### src/rtl/cmd_pkg.sv
// ============================================================================
// Module : cmd_pkg
// Brief  : Command codes, mode values, button indices and press-FSM state
//          shared by the input command encoder and its consumers.
// Rev    : 1.0  initial release
// ============================================================================
`default_nettype none

package cmd_pkg;

    localparam logic [4:0] CMD_NONE             = 5'd0;
    localparam logic [4:0] CMD_MODE_NEXT        = 5'd1;
    localparam logic [4:0] CMD_RUN_TOGGLE       = 5'd2;  // reserved
    localparam logic [4:0] CMD_MODE_LOCAL_RESET = 5'd3;
    localparam logic [4:0] CMD_FMT_TOGGLE       = 5'd7;
    localparam logic [4:0] CMD_EDITMODE_TOGGLE  = 5'd8;
    localparam logic [4:0] CMD_EDITDIGIT_NEXT   = 5'd9;
    localparam logic [4:0] CMD_INC              = 5'd20;
    localparam logic [4:0] CMD_DEC              = 5'd21;

    localparam logic [1:0] MODE_WATCH     = 2'd0;
    localparam logic [1:0] MODE_STOPWATCH = 2'd1;
    localparam logic [1:0] MODE_ALARM     = 2'd2;

    localparam int BTN_C   = 0;
    localparam int BTN_L   = 1;
    localparam int BTN_R   = 2;
    localparam int BTN_U   = 3;
    localparam int BTN_D   = 4;
    localparam int NUM_BTN = 5;

    typedef enum logic [1:0] {
        IDLE     = 2'd0,
        HELD     = 2'd1,
        LONGHELD = 2'd2
    } pressState_t;

    function automatic logic [4:0] shortCode(input int idx);
        case (idx)
            BTN_C:   shortCode = CMD_EDITMODE_TOGGLE;
            BTN_L:   shortCode = CMD_FMT_TOGGLE;
            BTN_R:   shortCode = CMD_EDITDIGIT_NEXT;
            BTN_U:   shortCode = CMD_INC;
            BTN_D:   shortCode = CMD_DEC;
            default: shortCode = CMD_NONE;
        endcase
    endfunction

    // U/D long codes double as auto-repeat codes; whether they fire is masked in the top.
    function automatic logic [4:0] longCode(input int idx);
        case (idx)
            BTN_C:   longCode = CMD_MODE_LOCAL_RESET;
            BTN_L:   longCode = CMD_MODE_NEXT;
            BTN_U:   longCode = CMD_INC;
            BTN_D:   longCode = CMD_DEC;
            default: longCode = CMD_NONE;
        endcase
    endfunction

endpackage

`default_nettype wire

### src/rtl/btn_press_fsm.sv
// ============================================================================
// Module : btn_press_fsm
// Brief  : Per-button edge detector and short/long press classifier with a
//          saturating hold counter; repeat counter when INPUT_CMD_AUTO_REPEAT_EN.
// Rev    : 1.0  initial release
// ============================================================================
`default_nettype none

module btn_press_fsm
    import cmd_pkg::*;
#(
    parameter int LONG_MS   = 1000,
    parameter int REPEAT_MS = 200
) (
    input  logic iClk,
    input  logic iRstn,
    input  logic iTick,
    input  logic iBtn,
    output logic oShort,
    output logic oLong,
    output logic oRepeat
);

    localparam logic [15:0] c_LONG_MS = 16'(LONG_MS);

    pressState_t r_state, w_stateNext;
    logic        r_prevBtn;
    logic [15:0] r_holdCnt, w_holdCntNext, w_holdInc;
    logic        w_rise;

    assign w_rise    = iBtn & ~r_prevBtn;
    assign w_holdInc = (r_holdCnt == 16'hFFFF) ? r_holdCnt : r_holdCnt + 16'd1;

    always_ff @(posedge iClk or negedge iRstn) begin
        if (!iRstn) begin
            r_state   <= IDLE;
            r_holdCnt <= 16'd0;
            r_prevBtn <= 1'b1;  // a button held through reset must be released first
        end else begin
            r_state   <= w_stateNext;
            r_holdCnt <= w_holdCntNext;
            r_prevBtn <= iBtn;
        end
    end

    always_comb begin
        w_stateNext   = r_state;
        w_holdCntNext = r_holdCnt;
        oShort        = 1'b0;
        oLong         = 1'b0;
        case (r_state)
            IDLE: begin
                if (w_rise) begin
                    w_stateNext   = HELD;
                    w_holdCntNext = 16'd0;
                end
            end
            HELD: begin
                // release takes precedence over a coincident tick
                if (!iBtn) begin
                    oShort      = 1'b1;
                    w_stateNext = IDLE;
                end else if (iTick) begin
                    w_holdCntNext = w_holdInc;
                    if (w_holdInc == c_LONG_MS) begin
                        oLong       = 1'b1;
                        w_stateNext = LONGHELD;
                    end
                end
            end
            LONGHELD: begin
                if (!iBtn) begin
                    w_stateNext = IDLE;
                end
            end
            default: w_stateNext = IDLE;
        endcase
    end

`ifdef INPUT_CMD_AUTO_REPEAT_EN
    localparam logic [15:0] c_REPEAT_MS = 16'(REPEAT_MS);

    logic [15:0] r_repCnt;
    logic        w_repStep;

    assign w_repStep = (r_state == LONGHELD) && iBtn && iTick;
    assign oRepeat   = w_repStep && ((r_repCnt + 16'd1) == c_REPEAT_MS);

    always_ff @(posedge iClk or negedge iRstn) begin
        if (!iRstn) begin
            r_repCnt <= 16'd0;
        end else if (r_state != LONGHELD) begin
            r_repCnt <= 16'd0;
        end else if (w_repStep) begin
            r_repCnt <= oRepeat ? 16'd0 : r_repCnt + 16'd1;
        end
    end
`else
    assign oRepeat = 1'b0;
`endif

endmodule

`default_nettype wire

### src/rtl/input_cmd_encoder.sv
// ============================================================================
// Module : input_cmd_encoder
// Brief  : Five-button command encoder with pending flags, fixed-priority
//          arbiter and mode register. Option: INPUT_CMD_AUTO_REPEAT_EN.
// Rev    : 1.0  initial release
// ============================================================================
`default_nettype none

module input_cmd_encoder
    import cmd_pkg::*;
#(
    parameter int LONG_MS   = 1000,
    parameter int REPEAT_MS = 200,
    parameter int NUM_MODES = 3
) (
    input  logic       iClk,
    input  logic       iRstn,
    input  logic       iTick1kHz,
    input  logic [4:0] iBtn,
    output logic [1:0] oMode,
    output logic       oCmdValid,
    output logic [4:0] oCmdCode
);

`ifdef INPUT_CMD_AUTO_REPEAT_EN
    localparam logic [4:0] c_LONG_MASK = 5'b11011;
`else
    localparam logic [4:0] c_LONG_MASK = 5'b00011;
`endif
    localparam logic [4:0] c_REPEAT_MASK = 5'b11000;
    localparam logic [1:0] c_LAST_MODE   = 2'(NUM_MODES - 1);

    logic [4:0] w_short, w_long, w_repeat, w_evValid;
    logic [4:0] w_evCode   [NUM_BTN];
    logic [4:0] w_pend;
    logic [4:0] w_pendCode [NUM_BTN];
    logic [4:0] w_selOneHot;
    logic       w_selValid;
    logic [4:0] w_selCode;

    logic [4:0] r_pend;
    logic [4:0] r_pendCode [NUM_BTN];
    logic       r_cmdValid;
    logic [4:0] r_cmdCode;
    logic [1:0] r_mode;

    generate
        for (genvar i = 0; i < NUM_BTN; i++) begin : g_btn
            btn_press_fsm #(
                .LONG_MS   (LONG_MS),
                .REPEAT_MS (REPEAT_MS)
            ) u_fsm (
                .iClk    (iClk),
                .iRstn   (iRstn),
                .iTick   (iTick1kHz),
                .iBtn    (iBtn[i]),
                .oShort  (w_short[i]),
                .oLong   (w_long[i]),
                .oRepeat (w_repeat[i])
            );
        end
    endgenerate

    assign w_evValid = w_short | (w_long & c_LONG_MASK) | (w_repeat & c_REPEAT_MASK);

    // Fresh events join the pending set in the same cycle so an idle arbiter
    // emits them on the very next edge.
    always_comb begin
        w_selValid  = 1'b0;
        w_selCode   = CMD_NONE;
        w_selOneHot = 5'b00000;
        for (int i = 0; i < NUM_BTN; i++) begin
            w_evCode[i]   = w_long[i] ? longCode(i) : shortCode(i);
            w_pend[i]     = r_pend[i] | w_evValid[i];
            w_pendCode[i] = w_evValid[i] ? w_evCode[i] : r_pendCode[i];
        end
        for (int i = NUM_BTN - 1; i >= 0; i--) begin
            if (w_pend[i]) begin
                w_selValid  = 1'b1;
                w_selCode   = w_pendCode[i];
                w_selOneHot = 5'b00001 << i;
            end
        end
    end

    always_ff @(posedge iClk or negedge iRstn) begin
        if (!iRstn) begin
            r_pend     <= 5'b00000;
            r_cmdValid <= 1'b0;
            r_cmdCode  <= CMD_NONE;
            r_mode     <= MODE_WATCH;
            for (int i = 0; i < NUM_BTN; i++) begin
                r_pendCode[i] <= CMD_NONE;
            end
        end else begin
            r_pend     <= w_pend & ~w_selOneHot;
            r_cmdValid <= w_selValid;
            r_cmdCode  <= w_selValid ? w_selCode : CMD_NONE;
            for (int i = 0; i < NUM_BTN; i++) begin
                r_pendCode[i] <= w_pendCode[i];
            end
            if (w_selValid && (w_selCode == CMD_MODE_NEXT)) begin
                r_mode <= (r_mode == c_LAST_MODE) ? 2'd0 : r_mode + 2'd1;
            end
        end
    end

    assign oMode     = r_mode;
    assign oCmdValid = r_cmdValid;
    assign oCmdCode  = r_cmdCode;

endmodule

`default_nettype wire

### config.mk
export PLATFORM = sky130hd
export DESIGN_NAME = input_cmd_encoder
export DESIGN_NICKNAME = d
export VERILOG_FILES = /design/src/rtl/cmd_pkg.sv /design/src/rtl/btn_press_fsm.sv /design/src/rtl/input_cmd_encoder.sv
export SDC_FILE = /design/constraint.sdc
export NUM_CORES = 1
export LEC_CHECK = 0
export CORE_MARGIN = 2
export CORE_UTILIZATION = 63
export DETAILED_ROUTE_END_ITERATION = 7
export PLACE_DENSITY_LB_ADDON = 0.05
export SYNTH_ARGS = -nofsm -noshare
export SYNTH_HDL_FRONTEND = slang
export SYNTH_HIERARCHICAL = 1
export SYNTH_SLANG_ARGS = --single-unit
### constraint.sdc
create_clock -name iClk -period 4.7 [get_ports iClk]
set_input_delay 0.94 -clock iClk [delete_from_list [all_inputs] [get_ports iClk]]
set_output_delay 0.94 -clock iClk [all_outputs]
set_load 0.005 [all_outputs]
# Yosys cells after proc, flatten, opt, wreduce, memory -nomap -nowiden
# Index checks and enable logic that the tools add are counted.
[word_totals] wordCells=223 in_bits=8 out_inout_bits=8 reg_bits=133
[op_classes] eq_ne=52 n_mux=102 reduce_logical=21 addsub=6 bitwise=18
[op_table] cell="16-bit 2-to-1 mux" n=20
[op_table] cell="16-bit one-hot mux with 2 select lines" n=5
[op_table] cell="16-bit by 1-bit adder with 16-bit output (second input constant)" n=5
[op_table] cell="16-bit by 10-bit == test with 1-bit output (second input constant)" n=5
[op_table] cell="16-bit == test (second input constant)" n=5
[op_table] cell="5-bit 2-to-1 mux" n=16
[op_table] cell="2-bit 2-to-1 mux" n=26
[op_table] cell="4-bit AND reduction" n=10
[op_table] cell="2-bit != test (second input constant)" n=15
[op_table] cell="2-bit one-hot mux with 3 select lines" n=5
[op_table] cell="1-bit 2-to-1 mux" n=27
[op_table] cell="3-bit by 2-bit != test with 1-bit output (second input constant)" n=5
[op_table] cell="3-bit != test (second input constant)" n=5
[op_table] cell="2-bit == test (second input constant)" n=6
[op_table] cell="2-bit by 1-bit == test with 1-bit output (second input constant)" n=5
[op_table] cell="2-bit zero test" n=5
[op_table] cell="2-bit by 1-bit != test with 1-bit output (second input constant)" n=5
[op_table] cell="2-bit nonzero test" n=5
[op_table] cell="4-bit 2-to-1 mux" n=2
[op_table] cell="1-bit bitwise AND" n=5
[op_table] cell="5-bit bitwise AND" n=1
[op_table] cell="5-bit by 1-bit == test with 1-bit output (second input constant)" n=1
[op_table] cell="1-bit inverter" n=5
[op_table] cell="5-bit inverter" n=1
[op_table] cell="other kinds (5)" n=9

# Depth between registers and ports, before layout
# Gate-level depths: netlist of run 1.
[logic_depth] depth_word=16 mapped_depth=14 ltp_nobuf=13

# Cells and area by module
# Netlist of run 1, hierarchy kept.
[by_module_without_submodules] module="btn_press_fsm (g_btn[0].u_fsm ...)" cells_each=162 area_per_inst_um2=1366.3 n_inst=3 seq_area_each_um2=476.7
[by_module_without_submodules] module="btn_press_fsm (g_btn[4].u_fsm)" cells_each=163 area_per_inst_um2=1370.1 n_inst=1 seq_area_each_um2=476.7
[by_module_without_submodules] module="btn_press_fsm (g_btn[1].u_fsm)" cells_each=161 area_per_inst_um2=1351.3 n_inst=1 seq_area_each_um2=476.7
[by_module_without_submodules] module="input_cmd_encoder" cells_each=114 area_per_inst_um2=1340.0 n_inst=1 seq_area_each_um2=800.8

# Worst setup path before layout of run 1
# OpenSTA, ideal clock, no wires.
[synth_timing] path_type="register to register" startpoint="register g_btn[1].u_fsm.r_holdCnt[0]" endpoint="register r_mode[0] (netlist: oMode[0])" required_ps=4572 setup_time_ps=128 path_buffers=1 arrival_ps=3461 path_slack_ps=1111 period_less_slack_ps=3589 stages_incl_launch_ff=15 path_cell_list="dfrtp_1 -> ha_1 -> nand4_1 -> or3_2 -> and3_4 -> xnor2_1 -> nor4b_1 -> and3_1 -> or3_1 -> buf_6 -> a221oi_1 -> a221oi_1 -> nor2_1 -> and4b_1 -> mux2_1"
[synth_between] elab_chain_len=13
[synth_lines] item="start: declaration" line_no="btn_press_fsm.sv:28" source="logic [15:0] r_holdCnt, w_holdCntNext, w_holdInc;"
[synth_lines] item="start signal: assignment" line_no="btn_press_fsm.sv:41" source="r_holdCnt <= w_holdCntNext;"
[synth_lines] item="16-bit by 1-bit adder with 16-bit output or 16-bit == test (tied branches)" line_no="btn_press_fsm.sv:32" source="assign w_holdInc = (r_holdCnt == 16'hFFFF) ? r_holdCnt : r_holdCnt + 16'd1;"
[synth_lines] item="16-bit 2-to-1 mux *" line_no="btn_press_fsm.sv:32"
[synth_lines] item="16-bit by 10-bit == test with 1-bit output *" line_no="btn_press_fsm.sv:65" source="if (w_holdInc == c_LONG_MS) begin"
[synth_lines] item="1-bit 2-to-1 mux *" line_no="btn_press_fsm.sv:65"
[synth_lines] item="1-bit 2-to-1 mux *" line_no="btn_press_fsm.sv:63" source="end else if (iTick) begin"
[synth_lines] item="1-bit 2-to-1 mux *" line_no="btn_press_fsm.sv:60" source="if (!iBtn) begin"
[synth_lines] item="1-bit 2-to-1 mux *" line_no="btn_press_fsm.sv:51" source="case (r_state)"
[synth_lines] item="net w_long[1]" line_no="input_cmd_encoder.sv:33" source="logic [4:0] w_short, w_long, w_repeat, w_evValid;"
[synth_lines] item="5-bit by 2-bit OR with 5-bit output or 3-bit 2-to-1 mux (tied branches)" line_no="input_cmd_encoder.sv:64, input_cmd_encoder.sv:73"
[synth_lines] item="5-bit 2-to-1 mux or 1-bit OR (tied branches)" line_no="input_cmd_encoder.sv:75, input_cmd_encoder.sv:74"
[synth_lines] item="5-bit 2-to-1 mux (2 in a row)" line_no="input_cmd_encoder.sv:78" source="if (w_pend[i]) begin"
[synth_lines] item="5-bit by 1-bit == test with 1-bit output" line_no="input_cmd_encoder.sv:102" source="if (w_selValid && (w_selCode == CMD_MODE_NEXT)) begin"
[synth_lines] item="1-bit logical AND *" line_no="input_cmd_encoder.sv:102"
[synth_lines] item="end signal: assignment" line_no="input_cmd_encoder.sv:103" source="r_mode <= (r_mode == c_LAST_MODE) ? 2'd0 : r_mode + 2'd1;"
[synth_lines] item="end: declaration" line_no="input_cmd_encoder.sv:45" source="logic [1:0] r_mode;"
# Mark *: on every way through the listed nets, which the timed path passes. The rest lies on a longest branch.
# A chain may end at the register's enable or synchronous reset.

# Final worst setup path of run 1
[layout_timing] startpoint="register g_btn[1].u_fsm.r_holdCnt[12]" endpoint="register r_mode[0] (netlist: oMode[0])"
# The elaborated chain is that of the path after synthesis.

==> results.yml, run 1 <==
run_status:
  status: "complete, no violations"
critical_path:
  crit_path_start_kind: "flip-flop"
  crit_arrival_ns: 4.33
  slowest_stage: "or3_2"
  crit_path_cell_trace: "nand4_1 -> or3_2 -> and3_4 -> xnor2_1 -> nor4b_1 -> and3_1 -> or3_1 -> nor3_4 -> nor3b_2 -> a32oi_1 -> and4b_1 -> mux2_1"
  crit_start: "g_btn[1].u_fsm/r_holdCnt[12]"
  crit_fanout: 11
  regToRegEndpoint: "oMode[0]"
  worstSetupPathType: "reg -> reg"
  cpPeakStageDelay_ns: 0.63
  r2r_slack_ns: 0.66
  worst_r2r_path_depth: 12
  rr_startpoint: "g_btn[1].u_fsm/r_holdCnt[12]"
  required_ns: 4.99
  cp-end-kind: "flip-flop"
worst_hold_path:
  min_path_type: "reg -> reg"
  hold_start: "r_pendCode[0]"
  min_path_cells: 1
  min_to: "r_pendCode[0]"
clocking:
  insertion_delay_ns: 0.41
  cts_tree: "done"
  cts_sinks: 127
  clk_pin_slew_worst_paths_ns: 0.06
  root_buffer: "clkbuf_16"
  cts_buffer_depth: 2
  cts_htree_levels: 4
  cts_resized: 0
  post_cts_buffers: 0
  cts_buffers: 17
  postCtsHoldBufs: 0
final_layout:
  drive_gt1_share_pct: 9.81
  final_area_um2: 8880
  nets: 917
  fill_cells: 989
  diodes: 0
  areaGrowthSynthToFinish_pct: 9.49
power:
  switching_power_uw: 682
  power.leakage_nw: 3.55
  p_comb_share_pct: 8.5
  p_seq_share_pct: 42.7
  swShare_pct: 24.5
  power.density_nw_per_um2: 313
  ir_worst_vdd_uv: 300
  clkPwrFrac_pct: 48.8
  power.internal_mw: 2.10
grt:
  overflow: 0
  grtUsageTotal_pct: 28.4
  grt_pass1_vias: 6555
  antenna_found_initial: 0
  grt_pass1_wl_um: 32500
  grt_max_degree: 72
yosys:
  syn_area_per_cell_um2: 8.86
  syn_area_um2: 8110
  yosys_warnings: 6
  synth_nets: 928
  synthCells: 915
placement:
  dpl_cell_area_um2: 8260
  port_buffers: 15
  place_congestion: 0.903
  dp_hpwl_um: 12700
detailed_routing:
  via_per_inst: 6.64
  wl_um: 19100
  drc: 0
  vias: 7234
  dr.pass1.iters: 8
  drtIter0Drc: 970
  ant_nets: 0
  drt-wirelength-per-cell_um: 17.5
floorplan:
  dieWidth_um: 117
  dieArea_um2: 13800
  die_y_um: 117
  coreArea_um2: 12600
  num_io_pins: 16
  initial_core_util_pct: 64.5
  row_count: 41
sta:
  layout_min_cycle_time_ns: 4.04
  clock_skew_ns: 0.00796
  drv_slew: 0
  setup_viol: 0
  hold_viol: 0
  timing.fmax_ghz: 0.247
  rsz0062_at_grt: "no"
  worstMarginPinSlew_ns: 1.04
  setup-tns-final_ns: 0
  fin_crit_sh_pct: 86.0
  whs_ns: 0.464
  slew_headroom_pct: 30.4
run:
  cap_viol_max_count: 0
-- power groups by stage --
stage,sequential [mW],combinational (mW),clock [mW]
finish,1.19,0.237,1.36
global route,1.19,0.265,1.44
CTS,1.19,0.238,1.39
detailed placement,1.20,0.234,0
global placement,1.20,0.227,0
floorplan,1.19,0.141,0
-- state kept, by name, summed over array words and instances, names as in the netlist --
register and count:
oCmdCode 5, oCmdValid 1, g_btn.u_fsm/r_holdCnt 80, r_pend 4, oMode 2, g_btn.u_fsm/r_prevBtn 5, r_pendCode 20, g_btn.u_fsm/r_state 10
-- area by class of cell --
cell class                      instances  area (µm²)  area share, %
Clock buffer                           20         457           5.14
Clock inverter                         12         159           1.79
Inverter                               26        97.6           1.10
Multi-Input combinational cell        711        4570           51.5
Sequential cell                       127        3180           35.9
Tap cell                              172         215           2.42
Timing Repair Buffer                   21         193           2.17
-- cells in the final DEF, fill, tap and decap left out, types with 11 or more instances in the layout --
| master | count |
|---|---|
| dfrtp_1 | 122 |
| o21ai_0 | 83 |
| nor2_1 | 74 |
| nand2_1 | 67 |
| a21oi_1 | 51 |
| nand3_1 | 37 |
| nand4_1 | 30 |
| a31oi_1 | 29 |
| inv_1 | 26 |
| nor3_1 | 22 |
| nor2b_1 | 20 |
| and3_1 | 20 |
| clkbuf_16 | 17 |
| nor4_1 | 17 |
| and2_1 | 16 |
| o21ai_1 | 15 |
| mux2i_1 | 15 |
| clkdlybuf4s50_1 | 14 |
| nor3b_1 | 13 |
| xnor2_1 | 11 |
-- worst max path at each step --
stage / to / depth (start not counted)
2_1_floorplan: oMode[0] / 14
3_3_place_gp: oMode[0] / 11
3_5_place_dp: oMode[1] / 11
4_1_cts: oMode[1] / 12
5_1_grt: oMode[0] / 11
6_report: oMode[0] / 12
-- critical path: cells and delay by family (launching register included) --
kind            cells  cell delay [ns]
mux                 1             0.34
compound gates      1             0.21
flops               1             0.52
simple gates        9             2.72
xor+xnor            1             0.13
-- per-stage QoR --
stage          instances  total power, mW  utilization [%]  worst slack (ns)
2_1_floorplan        915             1.33                -              1.11
3_3_place_gp        1057             1.43             65.7             0.759
3_5_place_dp        1057             1.44             65.7             0.691
4_1_cts             1089             2.81             70.6             0.749
5_1_grt             1089             2.91             70.6             0.356
6_report            1089             2.78             70.6             0.658
-- per-layer routing --
layer | global-route usage, % | up-vias | wire length (µm)
li1 | - | 3435 | -
met1 | 42.7 | 3506 | 9060
met2 | 42.4 | 276 | 8760
met3 | 5.84 | 17 | 1100
met4 | 6.93 | 0 | 127
met5 | 0 | - | 0
Power figures use the tool's default switching activity.
==> inputs of run 2 (changes only) <==
- ABC_CLOCK_PERIOD_IN_PS: not set -> 4700
- SLEW_MARGIN: not set -> 10
==> results of run 2 <==
The final DEF is identical to that of run 1; final timing and power are the same.
==> inputs of run 3 (changes only) <==
- CTS_CLUSTER_SIZE: not set -> 14
- GPL_ROUTABILITY_DRIVEN: not set -> 1
==> results of run 3 <==
The final DEF is identical to that of run 1; final timing and power are the same.
